==> src/rtl/pc_unit.sv <==
// Program-counter unit for the 8051 core: increment, relative/absolute/indirect jumps,
// and CALL/RET/interrupt entry through an internal return-address stack.
module pc_unit #(
    parameter int unsigned     PC_W        = 16,
    parameter int unsigned     STACK_DEPTH = 8,
    parameter int unsigned     NUM_INT     = 5,
    parameter logic [PC_W-1:0] INT_BASE    = PC_W'(16'h0003),
    parameter int unsigned     INT_STRIDE  = 8,
    localparam int unsigned    ID_W        = (NUM_INT > 1) ? $clog2(NUM_INT) : 1,
    localparam int unsigned    SP_W        = $clog2(STACK_DEPTH) + 1
) (
    input  logic            clk,
    input  logic            rst,
    input  logic [2:0]      op,
    input  logic [7:0]      rel8,
    input  logic [PC_W-1:0] addr,
    input  logic [7:0]      acc,
    input  logic [PC_W-1:0] dptr,
    input  logic            int_ack,
    input  logic [ID_W-1:0] int_id,
    output logic [PC_W-1:0] pc,
    output logic [SP_W-1:0] sp,
    output logic            stk_full,
    output logic            stk_empty,
    output logic            stk_err
);

    localparam int unsigned AW = $clog2(STACK_DEPTH);

    localparam logic [2:0] OpHold = 3'd0;
    localparam logic [2:0] OpInc  = 3'd1;
    localparam logic [2:0] OpRel  = 3'd2;
    localparam logic [2:0] OpLjmp = 3'd3;
    localparam logic [2:0] OpAjmp = 3'd4;
    localparam logic [2:0] OpJmpa = 3'd5;
    localparam logic [2:0] OpCall = 3'd6;
    localparam logic [2:0] OpRet  = 3'd7;

    logic [PC_W-1:0] pc_q, pc_d;
    logic [SP_W-1:0] sp_q, sp_d;
    logic            err_q, err_d;
    logic [PC_W-1:0] stack_q [STACK_DEPTH];

    logic            full, empty;
    logic            push, pop;
    logic            push_ok, pop_ok;
    logic [PC_W-1:0] target;
    logic [PC_W-1:0] rel_ext, acc_ext, vec;
    logic [SP_W-1:0] sp_dec;
    logic [AW-1:0]   wr_idx, rd_idx;

    assign full   = (sp_q == SP_W'(STACK_DEPTH));
    assign empty  = (sp_q == '0);
    assign sp_dec = sp_q - 1'b1;
    assign wr_idx = sp_q[AW-1:0];
    assign rd_idx = sp_dec[AW-1:0];

    assign rel_ext = {{(PC_W-8){rel8[7]}}, rel8};
    assign acc_ext = {{(PC_W-8){1'b0}}, acc};
    // Out-of-range source ids still follow the vector formula.
    assign vec     = INT_BASE + PC_W'(int_id) * PC_W'(INT_STRIDE);

    // Command decode: int_ack pre-empts whatever op the control unit presents.
    always_comb begin
        target = pc_q;
        push   = 1'b0;
        pop    = 1'b0;
        if (int_ack) begin
            target = vec;
            push   = 1'b1;
        end else begin
            unique case (op)
                OpHold: target = pc_q;
                OpInc:  target = pc_q + 1'b1;
                OpRel:  target = pc_q + rel_ext;
                OpLjmp: target = addr;
                OpAjmp: target = {pc_q[PC_W-1:11], addr[10:0]};
                OpJmpa: target = dptr + acc_ext;
                OpCall: begin
                    target = addr;
                    push   = 1'b1;
                end
                OpRet: begin
                    target = pc_q;
                    pop    = 1'b1;
                end
                default: target = pc_q;
            endcase
        end
    end

    assign push_ok = push && !full;
    assign pop_ok  = pop && !empty;

    always_comb begin
        pc_d  = target;
        sp_d  = sp_q;
        err_d = err_q | (push && full) | (pop && empty);
        if (push_ok) begin
            sp_d = sp_q + 1'b1;
        end
        if (pop) begin
            // Empty-stack RET leaves pc where it was.
            pc_d = pop_ok ? stack_q[rd_idx] : pc_q;
            if (pop_ok) begin
                sp_d = sp_dec;
            end
        end
    end

    always_ff @(posedge clk) begin
        if (rst) begin
            pc_q  <= '0;
            sp_q  <= '0;
            err_q <= 1'b0;
        end else begin
            pc_q  <= pc_d;
            sp_q  <= sp_d;
            err_q <= err_d;
        end
    end

    // Stack storage carries no reset; occupancy alone defines what is valid.
    always_ff @(posedge clk) begin
        if (!rst && push_ok) begin
            stack_q[wr_idx] <= pc_q;
        end
    end

    assign pc        = pc_q;
    assign sp        = sp_q;
    assign stk_full  = full;
    assign stk_empty = empty;
    assign stk_err   = err_q;

endmodule

==> config.mk <==
export PLATFORM = sky130hd
export DESIGN_NAME = pc_unit
export DESIGN_NICKNAME = d
export VERILOG_FILES = /design/src/rtl/pc_unit.sv
export SDC_FILE = /design/constraint.sdc
export NUM_CORES = 1
export LEC_CHECK = 0
export CAP_MARGIN = 20
export CORE_UTILIZATION = 60
export DETAILED_ROUTE_END_ITERATION = 10
export HOLD_SLACK_MARGIN = 0.02
export PLACE_DENSITY_LB_ADDON = 0.12
export SLEW_MARGIN = 20
export SYNTH_ARGS = -nofsm -noshare
export SYNTH_HDL_FRONTEND = slang
export SYNTH_SLANG_ARGS = --single-unit
==> constraint.sdc <==
create_clock -name clk -period 11.68 [get_ports clk]
set_input_delay 2.336 -clock clk [delete_from_list [all_inputs] [get_ports clk]]
set_output_delay 2.336 -clock clk [all_outputs]
set_load 0.03 [all_outputs]
==> Yosys cells after proc, flatten, opt, wreduce, memory -nomap -nowiden <==
Memories as Yosys holds them, arrays and structs flattened.
Cells that the tools add are included.
{ "totals": {"n_memories": 1, "word_cells": 51, "ramBits": 128, "register_bits": 21, "in_bits": 57} }
{ "memory_table": {"columns": ["name", "depth", "word_bits", "rd", "rd_clocked_by_memory_dff", "write_ports", "line_no", "source"], "rows": [
  ["stack_q", 8, 16, 1, 0, 1, "42", "logic [PC_W-1:0] stack_q [STACK_DEPTH];"]
]} }
{ "classes": {"n_reduce_logical": 14, "addsub": 6, "eq_ne": 11, "muxes": 13, "bitwise": 2} }
{ "op_table": {"columns": ["operator", "count"], "rows": [
  ["16-bit one-hot mux with 5 select lines", 1],
  ["16-bit two-way mux", 3],
  ["16-bit by 1-bit adder with 16-bit output (second input constant)", 1],
  ["16-bit adder", 1],
  ["16-bit by 8-bit adder with 16-bit output", 1],
  ["3-bit == test (second input constant)", 4],
  ["4-bit two-way mux", 3],
  ["2-bit by 6-bit adder with 7-bit output (first input constant)", 1],
  ["3-bit by 2-bit == test with 1-bit output (second input constant)", 2],
  ["1-bit two-way mux", 6],
  ["1-bit logical AND", 5],
  ["4-bit by 1-bit adder with 4-bit output (second input constant)", 1],
  ["4-bit == test (second input constant)", 1],
  ["4-bit logical NOT", 1],
  ["2-bit OR reduction", 2],
  ["4-bit by 1-bit subtractor with 4-bit output (second input constant)", 1],
  ["3-bit by 1-bit == test with 1-bit output (second input constant)", 1],
  ["1-bit logical NOT", 3],
  ["3-bit logical NOT", 1],
  ["3-bit by 1-bit != test with 1-bit output (second input constant)", 1],
  ["3-bit != test (second input constant)", 1],
  ["3-bit AND reduction", 1],
  ["2-bit by 1-bit != test with 1-bit output (second input constant)", 1],
  ["1-bit OR", 2],
  ["2-bit AND reduction", 1]
]} }

==> Depth between registers and ports, before layout <==
{ "depth": {"word_depth": 7, "ltp_mapped": 14, "mapped_depth_nobuf": 11} }

==> Worst setup path before layout <==
No wires, ideal clock.
{ "synth_path": {"path_kind": "input-to-reg", "from": "in op[1]", "to": "reg pc_q[10] (netlist: pc[10])", "setup_ns": 0.135, "t_arrival_ns": 5.417, "slack_ns": 6.128, "path_buffers": 3, "stages": 14, "path_cell_list": "buf_4 clkbuf_1 clkbuf_1 nor3b_1 nand2b_1 ha_1 fa_1 a21oi_1 o21ai_1 a21oi_1 o32ai_4 xor2_1 a221oi_1 a211oi_1"} }
{ "synth_between": {"elab_chain_len": 6} }
{ "synth_rtl": {"columns": ["element", "line_no", "source"], "rows": [
  ["from (decl)", "14", "input logic [2:0] op,"],
  ["3-bit == test", "72", "unique case (op)"],
  ["1-bit two-way mux", "72", null],
  ["1-bit two-way mux", "68", "if (int_ack) begin"],
  ["1-bit logical AND", "93", "assign pop_ok = pop && !empty;"],
  ["2-bit by 1-bit != test with 1-bit output (no line)", null, null],
  ["2-bit AND reduction (no line)", null, null],
  ["to (signal assigned)", "117", "pc_q <= pc_d;"],
  ["to (decl)", "39", "logic [PC_W-1:0] pc_q, pc_d;"]
]} }
Several ways; a longest one is shown, not always the timed one.
A chain may end at the register's enable or synchronous reset.

==> Worst setup path in the final report <==
Same ends and word-level chain as after synthesis.

==> impl_metrics.json <==
{
  "numCtsBuffers": 17,
  "synthXorXnorAreaFrac_pct": 2.66,
  "post-dp-hpwl_um": 13700,
  "crit_path_capture_type": "flip-flop",
  "ys.warnings.count": 0,
  "vias": 5711,
  "crit-reg2reg-launch": "sp[1]",
  "synth-main-ff-cell": "edfxtp_1",
  "die_area_um2": 13600,
  "cts.repair_timing.setup_buffer_count": 0,
  "power_per_cell_area_nw_per_um2": 157,
  "p_clk_share_pct": 35.6,
  "r2r_slack_ns": 8.67,
  "clk-insertion-delay-late_ns": 0.43,
  "total_leakage_power_nw": 3.33,
  "global_route.overflow_total": 0,
  "drtIter0Drc": 549,
  "worst_pin_slew_ns": 1.05,
  "main_combinational_cell_family_by_area_after_synthesis": "compound AO/OA/AOI/OAI gates",
  "setup_viol": 0,
  "critical_path_peak_fanout": 27,
  "syn-num-nets": 700,
  "final.setup.tns_ns": 0,
  "drive_above_1_share_pct": 14.1,
  "power.switching_fraction_pct": 29.3,
  "post_drt_wl_per_cell_um": 22.6,
  "layout_commonest_cell": "edfxtp_1",
  "drt_pre_antenna_iters": 8,
  "muxShareOfSynthArea_pct": 11.9,
  "globalplace.congestion": 0.914,
  "max_frequency_mhz": 166,
  "clock_sinks": 149,
  "power.share.combinational_pct": 21.8,
  "drc": 0,
  "crit_path_top_delay_cell": "clkdlybuf4s50_1",
  "ctsHoldBuffers": 0,
  "worst_ep_arrival_time_ns": 6.32,
  "initial_antenna_violation_count": 0,
  "cts-resized-gates": 0,
  "largest_net_degree_at_the_start_of_global_routing": 42,
  "start_util_pct": 62.0,
  "seq_area_frac_synth_pct": 54.3,
  "edff_count_synth": 128,
  "p_sw_mw": 0.433,
  "timing_worst_setup_path_type": "input pin to flip-flop",
  "rsz0062_at_grt": "no",
  "post_synth_inst_count": 622,
  "drv_slew": 0,
  "min_path_cells": 2,
  "drv.max_cap_violation_count": 0,
  "maxSlewHeadroom_pct": 29.7,
  "via_per_inst": 6.47,
  "fp.dieH_um": 116,
  "cells_traversed_along_the_worst_timing_path": "clkdlybuf4s50_1, nor3b_1, nand2b_1, ha_1, fa_1, a21oi_1, o21ai_1, a21oi_1, o32ai_4, xor2_1, a221oi_1, a211oi_1",
  "area.growth.synth_to_final_pct": 19.6,
  "final.period_utilization_pct": 51.5,
  "holdCritPathClass": "flip-flop to flip-flop",
  "design.core.area_um2": 12700,
  "yosys.area_share.simple_pct": 12.0,
  "rows": 41,
  "postRouteAntennaNets": 0,
  "min-delay-start": "stk_err",
  "clock_tree.buffer_depth": 2,
  "layout_common_cells": "128 x edfxtp_1, 79 x clkdlybuf4s50_1, 50 x nor2_1",
  "report.final.hold_viol_count": 0,
  "synth.ff_latch_count": 149,
  "antenna-diode-count": 0,
  "filler_cell_count": 844,
  "drt_wl_total_um": 20000,
  "path_delay_family": "compound AO/OA/AOI/OAI gates",
  "critical_path.most_common_cell": "a21oi_1",
  "whs_ns": 0.575,
  "setup_skew_ns": 0.0109,
  "postSynthAreaPerCell_um2": 12.6,
  "cts_htree_levels": 4,
  "number_of_global_route_vias_before_repair": 5378,
  "cts_root_buffer": "clkbuf_16",
  "p_int_mw": 1.05,
  "gr-usage-all-layers_pct": 31.0,
  "synth_compound_area_share_pct": 12.7,
  "clk_pin_slew_ns": 0.07,
  "period_minus_slack_ns": 6.01,
  "run_status": "finished clean",
  "whs_endpoint": "stk_err",
  "adder_cell_share_of_the_synthesized_area_pct": 3.54,
  "place_ws_ns": 5.28,
  "cts_tree": "done",
  "port_buffers": 79,
  "wire_length_of_the_first_global_routing_pass_um": 29900,
  "timing.critical_path.buf_inv": 1,
  "yosysUniqueCellTypes": 76,
  "synth-async-reset-ratio_pct": 0,
  "worst_path_largest_cell_delay_ns": 1.14,
  "nNetsFinal": 776,
  "power.share.sequential_pct": 42.6,
  "design.portCount": 80,
  "post_synth_instance_area_um2": 7860,
  "critical_register_to_register_path_endpoint": "pc[3]",
  "setup_ws_ns": 5.67,
  "cp.required_ns": 11.99,
  "power.ir.vdd_worst_mv": 0.111,
  "worst_setup_path_start_kind": "input pin",
  "reg2regPathDepth": 9,
  "fp.dieW_um": 116
}
metrics by stage:
| stage | std cells | utilization, % | total power [mW] | cell area, um^2 |
|---|---|---|---|---|
| after global routing | 883 | 74.2 | 1.52 | 9400 |
| after floorplan | 622 | - | 0.851 | 7860 |
| after detailed placement | 850 | 69.6 | 0.959 | 8810 |
| final | 883 | 74.2 | 1.48 | 9400 |
| after global placement | 850 | 69.6 | 0.951 | 8810 |
| after CTS | 882 | 74.0 | 1.48 | 9380 |
Yosys cell counts (4+ instances only):
master | number | share of area, %
and2_1 | 8 | 0.64
a21o_1 | 8 | 0.76
o22ai_1 | 6 | 0.48
edfxtp_1 | 128 | 49
inv_1 | 18 | 0.86
mux2i_1 | 20 | 2.5
and3_1 | 5 | 0.40
o21ai_0 | 19 | 1.2
nand2b_1 | 11 | 0.88
mux4_2 | 32 | 9.2
or3_1 | 5 | 0.40
buf_4 | 5 | 0.48
a21oi_1 | 39 | 2.5
nor3_1 | 16 | 1.0
clkbuf_1 | 12 | 0.57
a211oi_1 | 9 | 0.86
nor2b_1 | 10 | 0.80
nand4_1 | 4 | 0.32
a31oi_1 | 9 | 0.72
buf_2 | 12 | 0.76
xnor2_1 | 12 | 1.3
ha_1 | 19 | 3.0
xor2_1 | 10 | 1.1
o211ai_1 | 6 | 0.57
a221oi_1 | 5 | 0.56
nor4_1 | 7 | 0.56
nand2_1 | 43 | 2.1
o21ai_1 | 4 | 0.25
nor2_1 | 50 | 2.4
dfxtp_1 | 21 | 5.4
nand3_1 | 6 | 0.38
sequential cells by signal, summed over array words and instances (netlist names):
name / count
stk_err: 1
pc: 16
sp: 4
stack_q: 128
final cells by class:
| type | instances | area (um^2) | area share (%) |
|---|---|---|---|
| clock buffers | 17 | 425 | 4.53 |
| clock inverters | 15 | 143 | 1.52 |
| inverters | 20 | 75.1 | 0.799 |
| multi-input cells | 422 | 3410 | 36.3 |
| flip-flops and latches | 149 | 4270 | 45.4 |
| well taps | 172 | 215 | 2.29 |
| repair buffers | 88 | 866 | 9.21 |
cell families after synthesis:
group | Yosys count
flip-flops | 149
AND/OR/NAND/NOR | 184
adder cells (fa/ha/maj) | 21
AO/OA/AOI/OAI | 141
XOR/XNOR | 23
buffers and inverters | 51
multiplexers | 53
metal layers:
layer,up-vias,GRT usage (%),part of all wire [%]
met5,-,0,0
met4,0,11.5,2.0
met3,30,5.76,7.0
met2,298,51.0,50
met1,2808,41.3,41
li1,2575,-,-
worst min-delay path, cell delays in order, from the launching register on:
cell	delay, ns
dfxtp_1	0.39
a211oi_1	0.07
nor2_1	0.08
power by group through the flow:
stage,Clock [mW],Combinational (mW),Sequential (mW)
floorplan,0,0.207,0.644
global placement,0,0.313,0.638
detailed placement,0,0.318,0.641
CTS,0.532,0.322,0.630
global route,0.548,0.343,0.633
finish,0.526,0.323,0.630
worst max-delay path by stage:
stage	startpoint	endpoint	slack, ns	depth (start not counted)
floorplan	op[1]	pc[10]	6.13	14
global placement	op[1]	pc[10]	5.42	12
detailed placement	op[1]	pc[10]	5.28	12
CTS	op[1]	pc[10]	5.71	12
global route	op[1]	pc[10]	5.36	12
finish	op[1]	pc[10]	5.67	12
Power figures use the tool's default switching activity.
